File: src/rtl/pe_mem_responder_if.sv
// Bundle between pe_mem_responder, the system, the PE and the two SRAMs.
// master = system/PE/SRAM side, slave = responder.
interface pe_mem_responder_if #(
  parameter int DATA_W = 8,
  parameter int RES_W  = 32,
  parameter int IN_AW  = 8,
  parameter int OUT_AW = 6
);
  logic              go;
  logic              pe_start;
  logic              pe_buf_load;
  logic [DATA_W-1:0] pe_data;
  logic              pe_store;
  logic [RES_W-1:0]  pe_res;
  logic              pe_done;
  logic              rd_en;
  logic [IN_AW-1:0]  rd_addr;
  logic [DATA_W-1:0] rd_data;
  logic              wr_en;
  logic [OUT_AW-1:0] wr_addr;
  logic [RES_W-1:0]  wr_data;
  logic              busy;
  logic              all_done;
  logic              err;

  modport master (
    output go, pe_buf_load, pe_store, pe_res, pe_done, rd_data,
    input  pe_start, pe_data, rd_en, rd_addr, wr_en, wr_addr, wr_data,
           busy, all_done, err
  );

  modport slave (
    input  go, pe_buf_load, pe_store, pe_res, pe_done, rd_data,
    output pe_start, pe_data, rd_en, rd_addr, wr_en, wr_addr, wr_data,
           busy, all_done, err
  );
endinterface

File: src/rtl/pe_mem_responder.sv
// Memory-side responder for the conv PE: prefetches input words, streams them on
// load requests, writes results on store requests. Optional: STORE_CHECKSUM_EN.
module pe_mem_responder #(
  parameter int DATA_W    = 8,
  parameter int RES_W     = 32,
  parameter int IN_AW     = 8,
  parameter int OUT_AW    = 6,
  parameter int OUT_DEPTH = 64
) (
  input  logic             clk,
  input  logic             rst,
  pe_mem_responder_if.slave bus
`ifdef STORE_CHECKSUM_EN
  ,
  output logic [RES_W-1:0] checksum
`endif
);

  typedef enum logic [2:0] {S_IDLE, S_PREFETCH, S_ARM, S_RUN, S_DONE} state_t;

  // One extra bit so the write counter can hold OUT_DEPTH even when it equals 2^OUT_AW.
  localparam logic [OUT_AW:0] WR_LIMIT = (OUT_AW + 1)'(OUT_DEPTH);

  state_t            state_q, state_d;
  logic [IN_AW-1:0]  rd_addr_q;
  logic [OUT_AW:0]   wr_cnt_q;
  logic [DATA_W-1:0] pf_q;
  logic              pf_valid_q;
  logic              rd_pending_q;
  logic              load_seen_q;
  logic              err_q;

  logic              run_start;
  logic              rd_en;
  logic              do_load;
  logic              wr_en;
  logic              wr_ovf;
  logic [RES_W-1:0]  wr_data;

  // NOTE: clocked state uses non-blocking (<=) so every register samples pre-edge values.
  always_ff @(posedge clk or posedge rst) begin
    if (rst) state_q <= S_IDLE;
    else     state_q <= state_d;
  end

  // NOTE: every signal gets a default first so no path leaves it unassigned (no latch).
  always_comb begin
    state_d   = state_q;
    run_start = 1'b0;
    rd_en     = 1'b0;
    do_load   = 1'b0;
    wr_en     = 1'b0;
    wr_ovf    = 1'b0;
    unique case (state_q)
      S_IDLE, S_DONE: begin
        if (bus.go) begin
          state_d   = S_PREFETCH;
          run_start = 1'b1;
        end
      end
      S_PREFETCH: begin
        rd_en   = 1'b1;
        state_d = S_ARM;
      end
      S_ARM: state_d = S_RUN;
      S_RUN: begin
        do_load = bus.pe_buf_load;
        rd_en   = bus.pe_buf_load;
        if (bus.pe_store) begin
          if (wr_cnt_q != WR_LIMIT) wr_en  = 1'b1;
          else                      wr_ovf = 1'b1;
        end
        if (bus.pe_done) state_d = S_DONE;
      end
      default: state_d = S_IDLE;
    endcase
  end

  always_ff @(posedge clk or posedge rst) begin
    if (rst) begin
      rd_addr_q    <= '0;
      wr_cnt_q     <= '0;
      pf_q         <= '0;
      pf_valid_q   <= 1'b0;
      rd_pending_q <= 1'b0;
      load_seen_q  <= 1'b0;
      err_q        <= 1'b0;
    end else begin
      rd_pending_q <= rd_en;
      if (rd_pending_q) pf_q <= bus.rd_data;
      if (run_start) begin
        rd_addr_q   <= '0;
        wr_cnt_q    <= '0;
        pf_valid_q  <= 1'b0;
        load_seen_q <= 1'b0;
        err_q       <= 1'b0;
      end
      if (state_q == S_ARM) begin
        pf_valid_q <= 1'b1;
        rd_addr_q  <= IN_AW'(1);
      end
      if (do_load) begin
        rd_addr_q   <= rd_addr_q + 1'b1;
        load_seen_q <= 1'b1;
        if (&rd_addr_q || !pf_valid_q) err_q <= 1'b1;
      end
      if (wr_en)  wr_cnt_q <= wr_cnt_q + 1'b1;
      if (wr_ovf) err_q    <= 1'b1;
    end
  end

  // The word fetched for the previous load is still in flight on rd_data; bypass it
  // so back-to-back loads see fresh data with no bubble.
  assign bus.pe_data  = rd_pending_q ? bus.rd_data : pf_q;
  assign bus.pe_start = (state_q == S_RUN) && !load_seen_q;
  assign bus.busy     = (state_q == S_PREFETCH) || (state_q == S_ARM) || (state_q == S_RUN);
  assign bus.all_done = (state_q == S_DONE);
  assign bus.rd_en    = rd_en;
  assign bus.rd_addr  = rd_addr_q;
  assign wr_data      = wr_en ? bus.pe_res : '0;
  assign bus.wr_en    = wr_en;
  assign bus.wr_addr  = wr_cnt_q[OUT_AW-1:0];
  assign bus.wr_data  = wr_data;
  assign bus.err      = err_q;

`ifdef STORE_CHECKSUM_EN
  always_ff @(posedge clk or posedge rst) begin
    if (rst)            checksum <= '0;
    else if (run_start) checksum <= '0;
    else if (wr_en)     checksum <= checksum ^ wr_data;
  end
`endif

endmodule
File: src/flat_wrapper.sv
// flat-port wrapper written by rule: the top's interface ports become plain ports
module pe_mem_responder_flat 
#(
  parameter int DATA_W    = 8,
  parameter int RES_W     = 32,
  parameter int IN_AW     = 8,
  parameter int OUT_AW    = 6,
  parameter int OUT_DEPTH = 64
)
  (clk, rst, bus_go, bus_pe_buf_load, bus_pe_store, bus_pe_res, bus_pe_done, bus_rd_data, bus_pe_start, bus_pe_data, bus_rd_en, bus_rd_addr, bus_wr_en, bus_wr_addr, bus_wr_data, bus_busy, bus_all_done, bus_err);
  pe_mem_responder_if #(.DATA_W(DATA_W), .RES_W(RES_W), .IN_AW(IN_AW), .OUT_AW(OUT_AW)) bus_i ();
  input  logic clk;
  input  logic rst;
  input wire logic [$bits(bus_i.go)-1:0] bus_go;
  input wire logic [$bits(bus_i.pe_buf_load)-1:0] bus_pe_buf_load;
  input wire logic [$bits(bus_i.pe_store)-1:0] bus_pe_store;
  input wire logic [$bits(bus_i.pe_res)-1:0] bus_pe_res;
  input wire logic [$bits(bus_i.pe_done)-1:0] bus_pe_done;
  input wire logic [$bits(bus_i.rd_data)-1:0] bus_rd_data;
  output wire logic [$bits(bus_i.pe_start)-1:0] bus_pe_start;
  output wire logic [$bits(bus_i.pe_data)-1:0] bus_pe_data;
  output wire logic [$bits(bus_i.rd_en)-1:0] bus_rd_en;
  output wire logic [$bits(bus_i.rd_addr)-1:0] bus_rd_addr;
  output wire logic [$bits(bus_i.wr_en)-1:0] bus_wr_en;
  output wire logic [$bits(bus_i.wr_addr)-1:0] bus_wr_addr;
  output wire logic [$bits(bus_i.wr_data)-1:0] bus_wr_data;
  output wire logic [$bits(bus_i.busy)-1:0] bus_busy;
  output wire logic [$bits(bus_i.all_done)-1:0] bus_all_done;
  output wire logic [$bits(bus_i.err)-1:0] bus_err;
  assign bus_i.go = bus_go;
  assign bus_i.pe_buf_load = bus_pe_buf_load;
  assign bus_i.pe_store = bus_pe_store;
  assign bus_i.pe_res = bus_pe_res;
  assign bus_i.pe_done = bus_pe_done;
  assign bus_i.rd_data = bus_rd_data;
  assign bus_pe_start = bus_i.pe_start;
  assign bus_pe_data = bus_i.pe_data;
  assign bus_rd_en = bus_i.rd_en;
  assign bus_rd_addr = bus_i.rd_addr;
  assign bus_wr_en = bus_i.wr_en;
  assign bus_wr_addr = bus_i.wr_addr;
  assign bus_wr_data = bus_i.wr_data;
  assign bus_busy = bus_i.busy;
  assign bus_all_done = bus_i.all_done;
  assign bus_err = bus_i.err;
  pe_mem_responder #(.DATA_W(DATA_W), .RES_W(RES_W), .IN_AW(IN_AW), .OUT_AW(OUT_AW), .OUT_DEPTH(OUT_DEPTH)) u_core (.clk(clk), .rst(rst), .bus(bus_i));
endmodule
File: config.mk
export PLATFORM = sky130hd
export DESIGN_NAME = pe_mem_responder_flat
export DESIGN_NICKNAME = d
export VERILOG_FILES = /design/src/rtl/pe_mem_responder_if.sv /design/src/rtl/pe_mem_responder.sv /design/src/flat_wrapper.sv
export SDC_FILE = /design/constraint.sdc
export NUM_CORES = 1
export LEC_CHECK = 0
export ABC_CLOCK_PERIOD_IN_PS = 1800
export CORE_ASPECT_RATIO = 0.7
export CORE_UTILIZATION = 50
export CTS_BUF_LIST = sky130_fd_sc_hd__clkbuf_8
export DETAILED_ROUTE_END_ITERATION = 8
export DONT_BUFFER_PORTS = 1
export HOLD_SLACK_MARGIN = 0.06
export PLACE_DENSITY = 0.62
export SYNTH_ARGS = -nofsm -noshare
export SYNTH_HDL_FRONTEND = slang
export SYNTH_SLANG_ARGS = --single-unit
File: constraint.sdc
create_clock -name clk -period 1.8 [get_ports clk]
set_input_delay 0.27 -clock clk [delete_from_list [all_inputs] [get_ports clk]]
set_output_delay 0.27 -clock clk [all_outputs]
set_load 0.02 [all_outputs]
==> After elaboration in Yosys (flattened, before gate mapping) <==
Cells that the tools add are included.
{ "op_classes": {"addsub": 2, "n_eq_ne": 7, "n_mux": 27, "reduce_logical": 14} }
{ "op_table": {"columns": ["cell", "n"], "rows": [
  ["32-bit two-way mux", 1],
  ["8-bit two-way mux", 4],
  ["1-bit two-way mux", 16],
  ["7-bit two-way mux", 2],
  ["3-bit one-hot mux with 4 select lines", 1],
  ["8-bit by 1-bit adder with 8-bit output, second input constant", 1],
  ["8-bit AND reduction", 1],
  ["7-bit by 1-bit adder with 7-bit output, second input constant", 1],
  ["7-bit != test, second input constant", 1],
  ["3-bit by 2-bit equality test with 1-bit output, second input constant", 2],
  ["3-bit two-way mux", 2],
  ["2-bit nonzero test", 3],
  ["2-bit != test, second input constant", 2],
  ["3-bit by 1-bit equality test with 1-bit output, second input constant", 1],
  ["3-bit equality test, second input constant", 1],
  ["3-bit zero test", 1],
  ["1-bit logical OR", 3],
  ["3-bit nonzero test", 1],
  ["1-bit zero test", 2],
  ["1-bit one-hot mux with 2 select lines", 1],
  ["2-bit AND reduction", 1],
  ["2-bit OR reduction", 1],
  ["1-bit logical AND", 1]
]} }
{ "totals": {"wordCells": 58, "out_inout_bits": 60, "ff_bits": 30, "in_bits": 46} }

==> Longest topological paths before layout <==
{ "logic_depth": {"word_depth": 7, "mapped_depth": 8, "mapped_depth_nobuf": 6} }

==> Worst setup path after synthesis <==
No wires, ideal clock.
{ "synth_path": {"path_type": "register to output", "from": "reg u_core.wr_cnt_q[0]", "to": "out bus_wr_data[25]", "arrival_time_ns": 1.478, "slack_ns": 0.052, "required_ns": 1.530, "stages_incl_launch_ff": 8, "n_path_buf": 2, "path_cell_list": "dfrtp_1 -> inv_1 -> ha_1 -> a41o_1 -> inv_1 -> buf_2 -> buf_4 -> and2_1"} }
{ "synth_via": {"elab_chain_len": 5} }
{ "synth_rtl": {"columns": ["element", "line_no", "text"], "rows": [
  ["start, declared", "pe_mem_responder.sv:26", "logic [OUT_AW:0] wr_cnt_q;"],
  ["start signal, assigned", "pe_mem_responder.sv:107", "if (wr_en) wr_cnt_q <= wr_cnt_q + 1'b1;"],
  ["7-bit != test", "pe_mem_responder.sv:70", "if (wr_cnt_q != WR_LIMIT) wr_en = 1'b1;"],
  ["1-bit two-way mux", "pe_mem_responder.sv:70", null],
  ["1-bit two-way mux", "pe_mem_responder.sv:69", "if (bus.pe_store) begin"],
  ["1-bit two-way mux", "pe_mem_responder.sv:54", "unique case (state_q)"],
  ["named net bus_wr_en", "flat_wrapper.sv:24", "output wire logic [$bits(bus_i.wr_en)-1:0] bus_wr_en;"],
  ["32-bit two-way mux", "pe_mem_responder.sv:120", "assign wr_data = wr_en ? bus.pe_res : '0;"],
  ["end, declared", "flat_wrapper.sv:26", "output wire logic [$bits(bus_i.wr_data)-1:0] bus_wr_data;"]
]} }
The timed path passes the listed nets, and every way through them passes these cells.

==> Worst setup path in the final report <==
{ "layout_path": {"from": "reg u_core.state_q[2]", "to": "out bus_wr_data[10]"} }
{ "layout_via": {"elab_chain_len": 3} }
{ "layout_rtl": {"columns": ["element", "line_no", "text"], "rows": [
  ["start, declared", "pe_mem_responder.sv:24", "state_t state_q, state_d;"],
  ["start signal, assigned", "pe_mem_responder.sv:43", "else state_q <= state_d;"],
  ["3-bit by 2-bit equality test with 1-bit output", "pe_mem_responder.sv:54", null],
  ["1-bit two-way mux", "pe_mem_responder.sv:54", null],
  ["32-bit two-way mux", "pe_mem_responder.sv:120", null]
]} }
Every way passes these cells.

==> impl_metrics.json <==
{
  "max_capacitance_violation_total": 0,
  "areaGrowthSynthToFinish_pct": 23.3,
  "total_power_of_the_final_layout_w": 0.00349,
  "report.final.slew_viol_count": 0,
  "design.core.area_mm2": 0.00321,
  "clock.fmax_ghz": 0.531,
  "critical_path.max_fanout": 9,
  "power.share.switching_pct": 43.8,
  "post_route_cells_drive_above_1_share_pct": 38.3,
  "grt_pass1_wl_mm": 6.38,
  "syn_area_mm2": 0.00173,
  "timing.critical_path.from": "u_core.state_q[2]",
  "insertedDiodeCount": 0,
  "io_buffer_count": 0,
  "fp.dieArea_mm2": 0.00370,
  "detailroute.via_count": 1447,
  "synth.avg_cell_area_um2": 9.19,
  "post-dp-hpwl_mm": 2.86,
  "finalWorstPathRequiredPeriod_ns": 1.88,
  "postSynthRegisterBits": 30,
  "hold_ws_ns": 0.105,
  "overflow": 0,
  "globalplace.congestion": 0.814,
  "p_int_w": 0.00196,
  "part_of_the_total_power_dissipated_in_combinational_logic_pct": 53.5,
  "die_h_um": 51.2,
  "clkSinkCount": 30,
  "grt_setup_unrepaired": "true",
  "tritoncts.num_buffers": 5,
  "drt_iter0_drc": 98,
  "worst_r2r_path_depth": 7,
  "netlist.top_cell.by_area": "sky130_fd_sc_hd__dfrtp_1",
  "cp.required_ns": 1.53,
  "worst_hold_path.endpoint": "u_core.state_q[2]",
  "r2r_slack_ns": -0.02,
  "synth-main-ff-cell": "sky130_fd_sc_hd__dfrtp_1",
  "remaining_number_of_nets_flagged_by_the_antenna_check_after_routing": 0,
  "synth-edff-count": 0,
  "hold_path_class": "input port to register",
  "clock_tree.root_cell": "sky130_fd_sc_hd__clkbuf_8",
  "timing_hold_violations_final": 0,
  "vias_per_cell": 5.72,
  "postSynthNetCount": 237,
  "finalSetupViolations": 35,
  "hold_path_cell_cnt": 1,
  "syn_inst": 188,
  "power_density_mw_per_mm2": 1640,
  "crit_chain": "nand4b_1 > a41o_1 > inv_4 > clkbuf_16 > and2_4",
  "timing.critical_path.to_type": "output pin",
  "setup.worst_path.start_class": "register",
  "worst_slew_pin_slew_ns": 0.487,
  "power_leakage_nw": 0.988,
  "worst_slew_margin_rel_pct": 67.1,
  "run_status": "finished with violations",
  "clkTransAtPathRegs_ns": 0.06,
  "post-route-util_pct": 66.3,
  "worst_reg2reg_path_endpoint": "u_core.wr_cnt_q[6]",
  "nNetsFinal": 254,
  "cts_tree": "built",
  "clk-insertion-delay-late_ns": 0.28,
  "violations_in_the_final_reports": "setup timing",
  "max-clock-path-buffers": 2,
  "share_seq_of_total_power_pct": 30.3,
  "std_cell_rows": 17,
  "boundaryPins": 106,
  "cts.htree.levels": 2,
  "critPathKind": "register to output pin",
  "placed_area_mm2": 0.00185,
  "postRouteWirelength_mm": 4.32,
  "critical_path.reg2reg.startpoint": "u_core.wr_cnt_q[2]",
  "switching_power_w": 0.00153,
  "synth_most_common_cell": "sky130_fd_sc_hd__and2_1",
  "netlist_top_cells_area": "sky130_fd_sc_hd__dfrtp_1 43%, sky130_fd_sc_hd__and2_1 12%, sky130_fd_sc_hd__nand3_1 5.2%",
  "ys.warnings.count": 0,
  "maximum_number_of_pins_on_one_net_before_global_route_repair": 31,
  "critical_path.max_stage_delay_ns": 0.37,
  "synth-async-reset-ratio_pct": 100,
  "grt.total_usage_pct": 23.3,
  "fin_ws_ns": -0.0823,
  "drc": 0,
  "critical_path_arrival_ns": 1.61,
  "synth_top_area_share_pct": 43.4,
  "vdd_ir_drop_max_v": 0.000767,
  "chipWidth_um": 72.3,
  "synth_cell_types": 38,
  "timing.critical_path.slowest_stage_cell": "sky130_fd_sc_hd__dfrtp_1",
  "postLayoutCellArea_mm2": 0.00213,
  "launch_point_of_the_worst_hold_path": "bus_go",
  "initial_core_util_pct": 53.8,
  "post_synth_top_cells": "34 x sky130_fd_sc_hd__and2_1, 30 x sky130_fd_sc_hd__dfrtp_1, 18 x sky130_fd_sc_hd__nand3_1",
  "grt_antenna_before_repair": 0,
  "vias_in_the_first_global_route": 1300,
  "synth_sequential_area_ratio_pct": 43.4,
  "drt-pass1-iter-count": 4,
  "power.clock.fraction_pct": 16.2,
  "finalClockSkew_ns": 0.00897,
  "drt-wirelength-per-cell_um": 17.1,
  "timing.final.crit_share_pct": 105
}
-- stage by stage --
stage / instances / worst slack (ns) / setup TNS [ns]
after detailed placement: 238 / 0.140 / 0
final: 253 / -0.0823 / -2.23
after floorplan: 188 / 0.0524 / 0
after CTS: 251 / -0.0762 / -2.20
after global routing: 253 / -0.131 / -4.01
after global placement: 238 / 0.158 / 0
-- state kept, by name (all words and copies together) (netlist names) --
| name | count |
|---|---|
| u_core.bus.rd_addr | 8 |
| u_core.pf_q | 8 |
| u_core.wr_cnt_q | 7 |
| u_core.state_q | 3 |
| u_core.bus.err | 1 |
| u_core.load_seen_q | 1 |
| u_core.pf_valid_q | 1 |
| u_core.rd_pending_q | 1 |
-- power groups by stage --
| stage | Clock [W] | Sequential [W] | Combinational, W |
|---|---|---|---|
| after floorplan | 0 | 0.00106 | 0.00124 |
| after global placement | 0 | 0.00106 | 0.00156 |
| after detailed placement | 0 | 0.00107 | 0.00159 |
| after CTS | 0.000579 | 0.00106 | 0.00179 |
| after global routing | 0.000614 | 0.00109 | 0.00200 |
| final | 0.000565 | 0.00106 | 0.00187 |
-- layer usage --
metal	vias to the layer above	track usage (%)	routed length (um)
met5	-	0	0
met4	0	6.86	22
met3	3	8.88	365
met2	78	34.9	1970
met1	695	31.2	1960
li1	671	-	-
-- cell families (layout without fill, tap and decap cells) --
logic type	count (synthesis)	in the layout	share of synthesized area, %
and+or+nand+nor	96	96	30.9
DFF	30	30	43.4
xor gates and xnor gates	1	1	0.507
AOI/OAI and AO/OA	25	25	9.56
muxes	10	10	6.37
buffers and inverters	23	41	7.02
adders and majority gates	3	3	2.17
-- area by class of cell --
type | count | area [um2]
Tap cell | 47 | 58.8
Multi-Input combinational cell | 135 | 946
Fill cell | 263 | 1080
Clock buffer | 6 | 82.6
Timing Repair Buffer | 26 | 251
Sequential cell | 30 | 751
Clock inverter | 2 | 12.5
Inverter | 7 | 28.8
-- critical path, delay by kind of cell (launching register included) --
family	cells	cell delay, ns
buf+inv	2	0.29
simple gates	2	0.39
compound gates	1	0.28
flops	1	0.37
-- timing repair --
item                                    4_1_cts  5_1_grt
hold buffers                                  1        0
hold endpoints to repair                     30        0
endpoints found under the setup margin       33       35
pin swaps                                     1        3
buffers inserted                              3        1
gates resized for setup                      66        5
cloned                                        1        1
-- cell usage in the layout (no fill, tap or decap), types with 2 or more instances in the layout --
| cell | instances |
|---|---|
| sky130_fd_sc_hd__inv_1 | 6 |
| sky130_fd_sc_hd__dfrtp_1 | 30 |
| sky130_fd_sc_hd__nand4b_1 | 2 |
| sky130_fd_sc_hd__and3_1 | 2 |
| sky130_fd_sc_hd__nand4_1 | 3 |
| sky130_fd_sc_hd__nor2_1 | 7 |
| sky130_fd_sc_hd__a21oi_1 | 4 |
| sky130_fd_sc_hd__clkbuf_8 | 6 |
| sky130_fd_sc_hd__nor2b_1 | 2 |
| sky130_fd_sc_hd__o31ai_1 | 2 |
| sky130_fd_sc_hd__and2_1 | 2 |
| sky130_fd_sc_hd__nand2b_1 | 3 |
| sky130_fd_sc_hd__o211ai_1 | 3 |
| sky130_fd_sc_hd__and2_4 | 32 |
| sky130_fd_sc_hd__ha_1 | 2 |
| sky130_fd_sc_hd__nand3_1 | 18 |
| sky130_fd_sc_hd__o21ai_0 | 8 |
| sky130_fd_sc_hd__buf_4 | 21 |
| sky130_fd_sc_hd__mux2i_1 | 2 |
| sky130_fd_sc_hd__nand2_1 | 16 |
| sky130_fd_sc_hd__mux2_2 | 8 |
-- worst max-delay path by stage --
| stage | end | slack, ns | cells past startpoint |
|---|---|---|---|
| floorplan | bus_wr_data[25] | 0.05 | 7 |
| global placement | u_core.wr_cnt_q[6] | 0.16 | 6 |
| detailed placement | bus_wr_data[20] | 0.14 | 6 |
| CTS | bus_wr_data[15] | -0.08 | 5 |
| global route | bus_wr_data[0] | -0.13 | 5 |
| finish | bus_wr_data[10] | -0.08 | 5 |
Power figures use the tool's default switching activity.
